`src/rtl/hazard_ctrl.sv`:
```
`default_nettype none
// ============================================================================
// Module   : hazard_ctrl
// Purpose  : Hazard and sequencing controller for the 5-stage RV32 pipeline.
//            It produces operand forwarding, stall and flush controls, and
//            sequences load-use, branch, memory-wait and post-reset flushes.
// Options  : HAZARD_PERF_EN builds the stall/flush/memory-wait counters.
// Revision : 1.0 - initial release
// ============================================================================
module hazard_ctrl #(
  parameter int WIDTH             = 32,
  parameter int INIT_FLUSH_CYCLES = 2
) (
  input  logic             clk,
  input  logic             rst_n,
  input  logic [4:0]       Rs1D,
  input  logic [4:0]       Rs2D,
  input  logic [4:0]       RdD,
  input  logic             RegWriteD,
  input  logic [1:0]       ResultSrcD,
  input  logic             PCSrcE,
  input  logic             MemBusyM,
  output logic             StallF,
  output logic             StallD,
  output logic             StallE,
  output logic             StallM,
  output logic             FlushD,
  output logic             FlushE,
  output logic             FlushW,
  output logic [1:0]       ForwardAE,
  output logic [1:0]       ForwardBE,
  output logic [WIDTH-1:0] StallCnt,
  output logic [WIDTH-1:0] FlushCnt,
  output logic [WIDTH-1:0] MemWaitCnt
);

  typedef enum logic [1:0] {
    S_INIT     = 2'd0,
    S_RUN      = 2'd1,
    S_MEM_WAIT = 2'd2
  } state_t;

  localparam logic [1:0] c_SRC_LOAD = 2'b01;
  localparam logic [1:0] c_FWD_RD   = 2'b00;
  localparam logic [1:0] c_FWD_W    = 2'b01;
  localparam logic [1:0] c_FWD_M    = 2'b10;

  state_t     r_state;
  logic [3:0] r_init_cnt;

  logic [4:0] r_rs1_e;
  logic [4:0] r_rs2_e;
  logic [4:0] r_rd_e;
  logic       r_reg_write_e;
  logic [1:0] r_result_src_e;
  logic [4:0] r_rd_m;
  logic       r_reg_write_m;
  logic [4:0] r_rd_w;
  logic       r_reg_write_w;

  logic w_in_init;
  logic w_lw_stall;
  logic w_mem_hold;
  logic w_branch;
  logic w_lw_take;

  assign w_lw_stall = r_reg_write_e && (r_result_src_e == c_SRC_LOAD) &&
                      (r_rd_e != 5'd0) &&
                      ((r_rd_e == Rs1D) || (r_rd_e == Rs2D));

  // Priority chain: INIT, then memory wait, then branch, then load-use.
  assign w_in_init  = (r_state == S_INIT);
  assign w_mem_hold = !w_in_init && MemBusyM;
  assign w_branch   = !w_in_init && !MemBusyM && PCSrcE;
  assign w_lw_take  = !w_in_init && !MemBusyM && !PCSrcE && w_lw_stall;

  assign StallF = w_mem_hold || w_lw_take;
  assign StallD = w_mem_hold || w_lw_take;
  assign StallE = w_mem_hold;
  assign StallM = w_mem_hold;
  assign FlushD = w_in_init || w_branch;
  assign FlushE = w_in_init || w_branch || w_lw_take;
  assign FlushW = w_mem_hold;

  always_comb begin
    ForwardAE = c_FWD_RD;
    if (r_reg_write_m && (r_rd_m != 5'd0) && (r_rd_m == r_rs1_e))
      ForwardAE = c_FWD_M;
    else if (r_reg_write_w && (r_rd_w != 5'd0) && (r_rd_w == r_rs1_e))
      ForwardAE = c_FWD_W;
  end

  always_comb begin
    ForwardBE = c_FWD_RD;
    if (r_reg_write_m && (r_rd_m != 5'd0) && (r_rd_m == r_rs2_e))
      ForwardBE = c_FWD_M;
    else if (r_reg_write_w && (r_rd_w != 5'd0) && (r_rd_w == r_rs2_e))
      ForwardBE = c_FWD_W;
  end

  // Shadow destination fields track the real pipeline registers exactly.
  always_ff @(posedge clk) begin
    if (!rst_n) begin
      r_rs1_e        <= 5'd0;
      r_rs2_e        <= 5'd0;
      r_rd_e         <= 5'd0;
      r_reg_write_e  <= 1'b0;
      r_result_src_e <= 2'b00;
      r_rd_m         <= 5'd0;
      r_reg_write_m  <= 1'b0;
      r_rd_w         <= 5'd0;
      r_reg_write_w  <= 1'b0;
    end else begin
      if (FlushE) begin
        r_rs1_e        <= 5'd0;
        r_rs2_e        <= 5'd0;
        r_rd_e         <= 5'd0;
        r_reg_write_e  <= 1'b0;
        r_result_src_e <= 2'b00;
      end else if (!StallE) begin
        r_rs1_e        <= Rs1D;
        r_rs2_e        <= Rs2D;
        r_rd_e         <= RdD;
        r_reg_write_e  <= RegWriteD;
        r_result_src_e <= ResultSrcD;
      end

      if (!StallM) begin
        r_rd_m        <= r_rd_e;
        r_reg_write_m <= r_reg_write_e;
      end

      if (FlushW) begin
        r_rd_w        <= 5'd0;
        r_reg_write_w <= 1'b0;
      end else begin
        r_rd_w        <= r_rd_m;
        r_reg_write_w <= r_reg_write_m;
      end
    end
  end

  always_ff @(posedge clk) begin
    if (!rst_n) begin
      r_state    <= S_INIT;
      r_init_cnt <= 4'(INIT_FLUSH_CYCLES);
    end else begin
      case (r_state)
        S_INIT: begin
          r_init_cnt <= r_init_cnt - 4'd1;
          if (r_init_cnt <= 4'd1)
            r_state <= S_RUN;
        end
        S_RUN: begin
          if (MemBusyM)
            r_state <= S_MEM_WAIT;
        end
        S_MEM_WAIT: begin
          if (!MemBusyM)
            r_state <= S_RUN;
        end
        default: r_state <= S_INIT;
      endcase
    end
  end

`ifdef HAZARD_PERF_EN
  logic [WIDTH-1:0] r_stall_cnt;
  logic [WIDTH-1:0] r_flush_cnt;
  logic [WIDTH-1:0] r_mem_wait_cnt;

  always_ff @(posedge clk) begin
    if (!rst_n) begin
      r_stall_cnt    <= '0;
      r_flush_cnt    <= '0;
      r_mem_wait_cnt <= '0;
    end else begin
      if (w_lw_take)
        r_stall_cnt <= r_stall_cnt + 1'b1;
      if (w_branch)
        r_flush_cnt <= r_flush_cnt + 1'b1;
      if (w_mem_hold)
        r_mem_wait_cnt <= r_mem_wait_cnt + 1'b1;
    end
  end

  assign StallCnt   = r_stall_cnt;
  assign FlushCnt   = r_flush_cnt;
  assign MemWaitCnt = r_mem_wait_cnt;
`else
  assign StallCnt   = '0;
  assign FlushCnt   = '0;
  assign MemWaitCnt = '0;
`endif

endmodule
`default_nettype wire

```
`config.mk`:
```
export PLATFORM = sky130hd
export DESIGN_NAME = hazard_ctrl
export DESIGN_NICKNAME = d
export VERILOG_FILES = /design/src/rtl/hazard_ctrl.sv
export SDC_FILE = /design/constraint.sdc
export NUM_CORES = 1
export LEC_CHECK = 0
export BUFFER_PORTS_ARGS = -buffer_cell sky130_fd_sc_hd__buf_2
export CAP_MARGIN = 20
export CORE_MARGIN = 3
export CORE_UTILIZATION = 42
export CTS_CLUSTER_SIZE = 12
export DETAILED_ROUTE_END_ITERATION = 8
export PLACE_DENSITY_LB_ADDON = 0.2
export SLEW_MARGIN = 30
export SYNTH_ARGS = -nofsm -noshare
export SYNTH_HDL_FRONTEND = slang
export SYNTH_SLANG_ARGS = --single-unit
export TNS_END_PERCENT = 30
```
`constraint.sdc`:
```
create_clock -name clk -period 1.6 [get_ports clk]
set_clock_uncertainty 0.05 [all_clocks]
set_input_delay 0 -clock clk [delete_from_list [all_inputs] [get_ports clk]]
set_output_delay 0 -clock clk [all_outputs]
set_load 0.1 [all_outputs]
```
==> out/qor.tcl <==
set qor(run_status) {complete, but fails checks}
set qor(violated_checks) {negative setup slack}
set qor(route.vias.total) 1997
set qor(fill_cells) 543
set qor(setup.worst_path.class) {register to output pin}
set qor(wl_um) 5670
set qor(static_leakage_nw) 1.70
set qor(finalHoldWorstSlack_ns) 0.00548
set qor(timing.final.ws_setup_ns) -0.327
set qor(worstReg2RegStart) {r_rd_e[0]}
set qor(antenna_left) 0
set qor(final_setup_violating_endpoints) 25
set qor(synth.cell_area_um2) 2690
set qor(fp.dieArea_um2) 7410
set qor(route.detailed.drc) 0
set qor(synth-async-reset-ratio_pct) 0
set qor(hold_path.startpoint) {rst_n}
set qor(post_synth_edffs) 0
set qor(fraction_of_layout_instances_using_a_drive_strength_above_1_pct) 32.8
set qor(yosys.cell_types.count) 38
set qor(critPathLaunchType) {register}
set qor(synth_flop_cell) {sky130_fd_sc_hd__dfxtp_1}
set qor(h-tree-depth) 2
set qor(cell_area_after_layout_um2) 3480
set qor(core.rowCount) 28
set qor(finalNetCount) 416
set qor(antenna_cells) 0
set qor(mostFrequentLayoutCells) {sky130_fd_sc_hd__conb_1, sky130_fd_sc_hd__nand2_1, sky130_fd_sc_hd__buf_4}
set qor(design.core.area_um2) 6060
set qor(critical_path_required_ns) 1.55
set qor(cts-root-buf) {sky130_fd_sc_hd__clkbuf_8}
set qor(worst_hold_path_type) {primary input to register}
set qor(cap_violations) 0
set qor(inserted_clock_buffers) 5
set qor(number_of_sinks_driven_by_the_clock_tree) 36
set qor(cp_endpoint_kind) {output pin}
set qor(synth.ff_latch_count) 36
set qor(regToRegEndpoint) {r_rs2_e[3]}
set qor(first_iter_violations) 61
set qor(cts_tree) {built}
set qor(dp.final_hpwl_um) 4190
set qor(synth-simple-area-share_pct) 15.9
set qor(holdPathEnd) {r_init_cnt[1]}
set qor(syn2layout_area_growth_pct) 29.2
set qor(insertion_delay_ns) 0.29
set qor(gp_congestion) 0.785
set qor(synthesis.instances) 311
set qor(first_pass_grt_wire_length_um) 8700
set qor(pin_count_of_the_biggest_net_entering_global_routing) 31
set qor(ys.warnings.count) 0
set qor(finalCritPeriodShare_pct) 120
set qor(muxShareOfSynthArea_pct) 0
set qor(dieHeight_um) 86.1
set qor(timing.reg2reg.setup_slack_ns) -0.09
set qor(post_drt_wl_per_cell_um) 12.1
set qor(rsz_0062_raised_after_global_routing) {true}
set qor(postSynthAreaPerCell_um2) 8.66
set qor(groute.usage.overall_pct) 14.9
set qor(leading_cell_type_in_the_layout_fill_and_taps_excluded) {sky130_fd_sc_hd__conb_1}
set qor(synthesized_area_fraction_occupied_by_ao_oa_aoi_and_oai_cells_pct) 14.3
set qor(cts.clk_slew.worst_paths_ns) 0.08
set qor(worstPathMaxFanout) 2
set qor(die_x_um) 86.1
set qor(ioPinCount) 129
set qor(first_global_vias) 1789
set qor(final-max-slew-violation-count) 0
set qor(globalRouteOverflowTotal) 0
set qor(clock_tree.buffer_depth) 2
set qor(reg2regPathDepth) 6
set qor(fraction_of_synthesized_cell_area_in_xor_and_xnor_cells_pct) 11.1
set qor(placed_cell_area_um2) 3070
set qor(fmaxAchievable_mhz) 519
set qor(irDropWorstVdd_v) 0.00142
set qor(port-buffer-count) 32
set qor(drt_first_pass_iters) 4
set qor(report.final.hold_viol_count) 0
set qor(hold-path-cell-count) 2
set qor(power_per_cell_area_nw_per_um2) 1390
set qor(synth_top_family_by_area) {buffers and inverters}
set qor(floorplan.initialDensity_pct) 44.4
set qor(synthAdderAreaFrac_pct) 0.929
set qor(routed_vias_inst) 4.27
set qor(cp.arrival_ns) 1.88
set qor(synth.yosys.seq_area_share_pct) 26.8
set qor(post-route-min-period_ns) 1.93
set qor(antenna_found_initial) 0
==> Yosys cell counts, types with 3 or more instances <==
master / n / area [um2]
sky130_fd_sc_hd__a221oi_2: 18 / 270
sky130_fd_sc_hd__clkbuf_1: 5 / 18.8
sky130_fd_sc_hd__buf_4: 99 / 743
sky130_fd_sc_hd__buf_2: 5 / 25.0
sky130_fd_sc_hd__nand3_1: 5 / 25.0
sky130_fd_sc_hd__dfxtp_1: 36 / 721
sky130_fd_sc_hd__and3_1: 7 / 43.8
sky130_fd_sc_hd__and2_1: 3 / 18.8
sky130_fd_sc_hd__or4_1: 5 / 37.5
sky130_fd_sc_hd__nand2_1: 53 / 199
sky130_fd_sc_hd__a21boi_0: 5 / 37.5
sky130_fd_sc_hd__xor2_1: 16 / 140
sky130_fd_sc_hd__nor4_1: 3 / 18.8
sky130_fd_sc_hd__xnor2_1: 18 / 158
sky130_fd_sc_hd__inv_1: 4 / 15.0
==> through the flow <==
stage,worst slack (ns),TNS (ns),utilization [%],instances,power (mW)
2_1_floorplan,-0.734,-4.27,-,406,3.59
3_3_place_gp,-0.648,-10.35,50.4,434,4.07
3_5_place_dp,-0.257,-3.69,50.6,435,4.08
4_1_cts,-0.409,-2.80,55.7,462,4.81
5_1_grt,-0.400,-4.26,57.4,468,5.07
6_report,-0.327,-2.85,57.4,468,4.85
==> cell families (layout without fill, tap and decap cells) <==
logic type               count (synthesis)  count (layout)
other                                    1              96
adder cells (fa/ha/maj)                  2               2
XOR/XNOR                                34              34
flip-flops                              36              36
AO/OA/AOI/OAI                           34              34
AND/OR/NAND/NOR                         87              87
buffers and inverters                  117             104
==> power by group <==
part | switching [mW] | total (mW) | internal, mW
Clock | 0.326 | 0.670 | 0.343
Sequential | 0.101 | 1.14 | 1.04
Combinational | 2.16 | 3.04 | 0.878
==> routing by layer <==
layer  global-route usage, %  wire length (um)  vias up
li1                        -                 -      999
met1                    17.8              2220      910
met2                    26.0              3010       77
met3                    3.46               351       11
met4                    4.75                86        0
met5                       0                 0        -
==> layout make-up <==
class | instances | area (um2) | share of cell area [%]
repair buffers | 91 | 900 | 25.9
flip-flops and latches | 36 | 734 | 21.1
inverters | 5 | 18.8 | 0.540
clock buffers | 6 | 82.6 | 2.37
multi-input cells | 253 | 1640 | 47.1
well taps | 75 | 93.8 | 2.70
clock inverters | 2 | 10.0 | 0.288
==> sequential cells by signal (all words and copies together), names as in the netlist <==
register,flops
r_rs2_e,5
r_init_cnt,4
r_result_src_e,2
r_reg_write_m,1
r_rd_m,5
r_rs1_e,5
r_state,2
r_rd_w,5
r_rd_e,5
r_reg_write_w,1
r_reg_write_e,1
==> repair_timing <==
action,CTS,global route
endpoints found under the setup margin,25,28
buffers inserted,1,6
pin swaps,14,13
gates resized for setup,7,8
hold endpoints to repair,18,0
hold buffers,18,0
==> critical path, stage by stage (launching register included) <==
cell                      delay (ns)
sky130_fd_sc_hd__dfxtp_2        0.33
sky130_fd_sc_hd__xor2_1         0.15
sky130_fd_sc_hd__or4_4          0.55
sky130_fd_sc_hd__nor4_4         0.33
sky130_fd_sc_hd__buf_12         0.21
==> worst max path at each step <==
stage                                 start           end  slack [ns]  cells past startpoint
after global placement    r_result_src_e[1]        StallF       -0.65                      4
final                            r_rs1_e[0]  ForwardAE[0]       -0.33                      4
after CTS                         r_rd_w[4]  ForwardAE[0]       -0.41                      5
after detailed placement  r_result_src_e[1]        StallD       -0.26                      4
after global routing              r_rd_m[1]  ForwardAE[0]       -0.40                      5
after floorplan                   r_rd_m[1]  ForwardAE[0]       -0.73                      4
No activity file was read; power rests on OpenSTA's default activity.
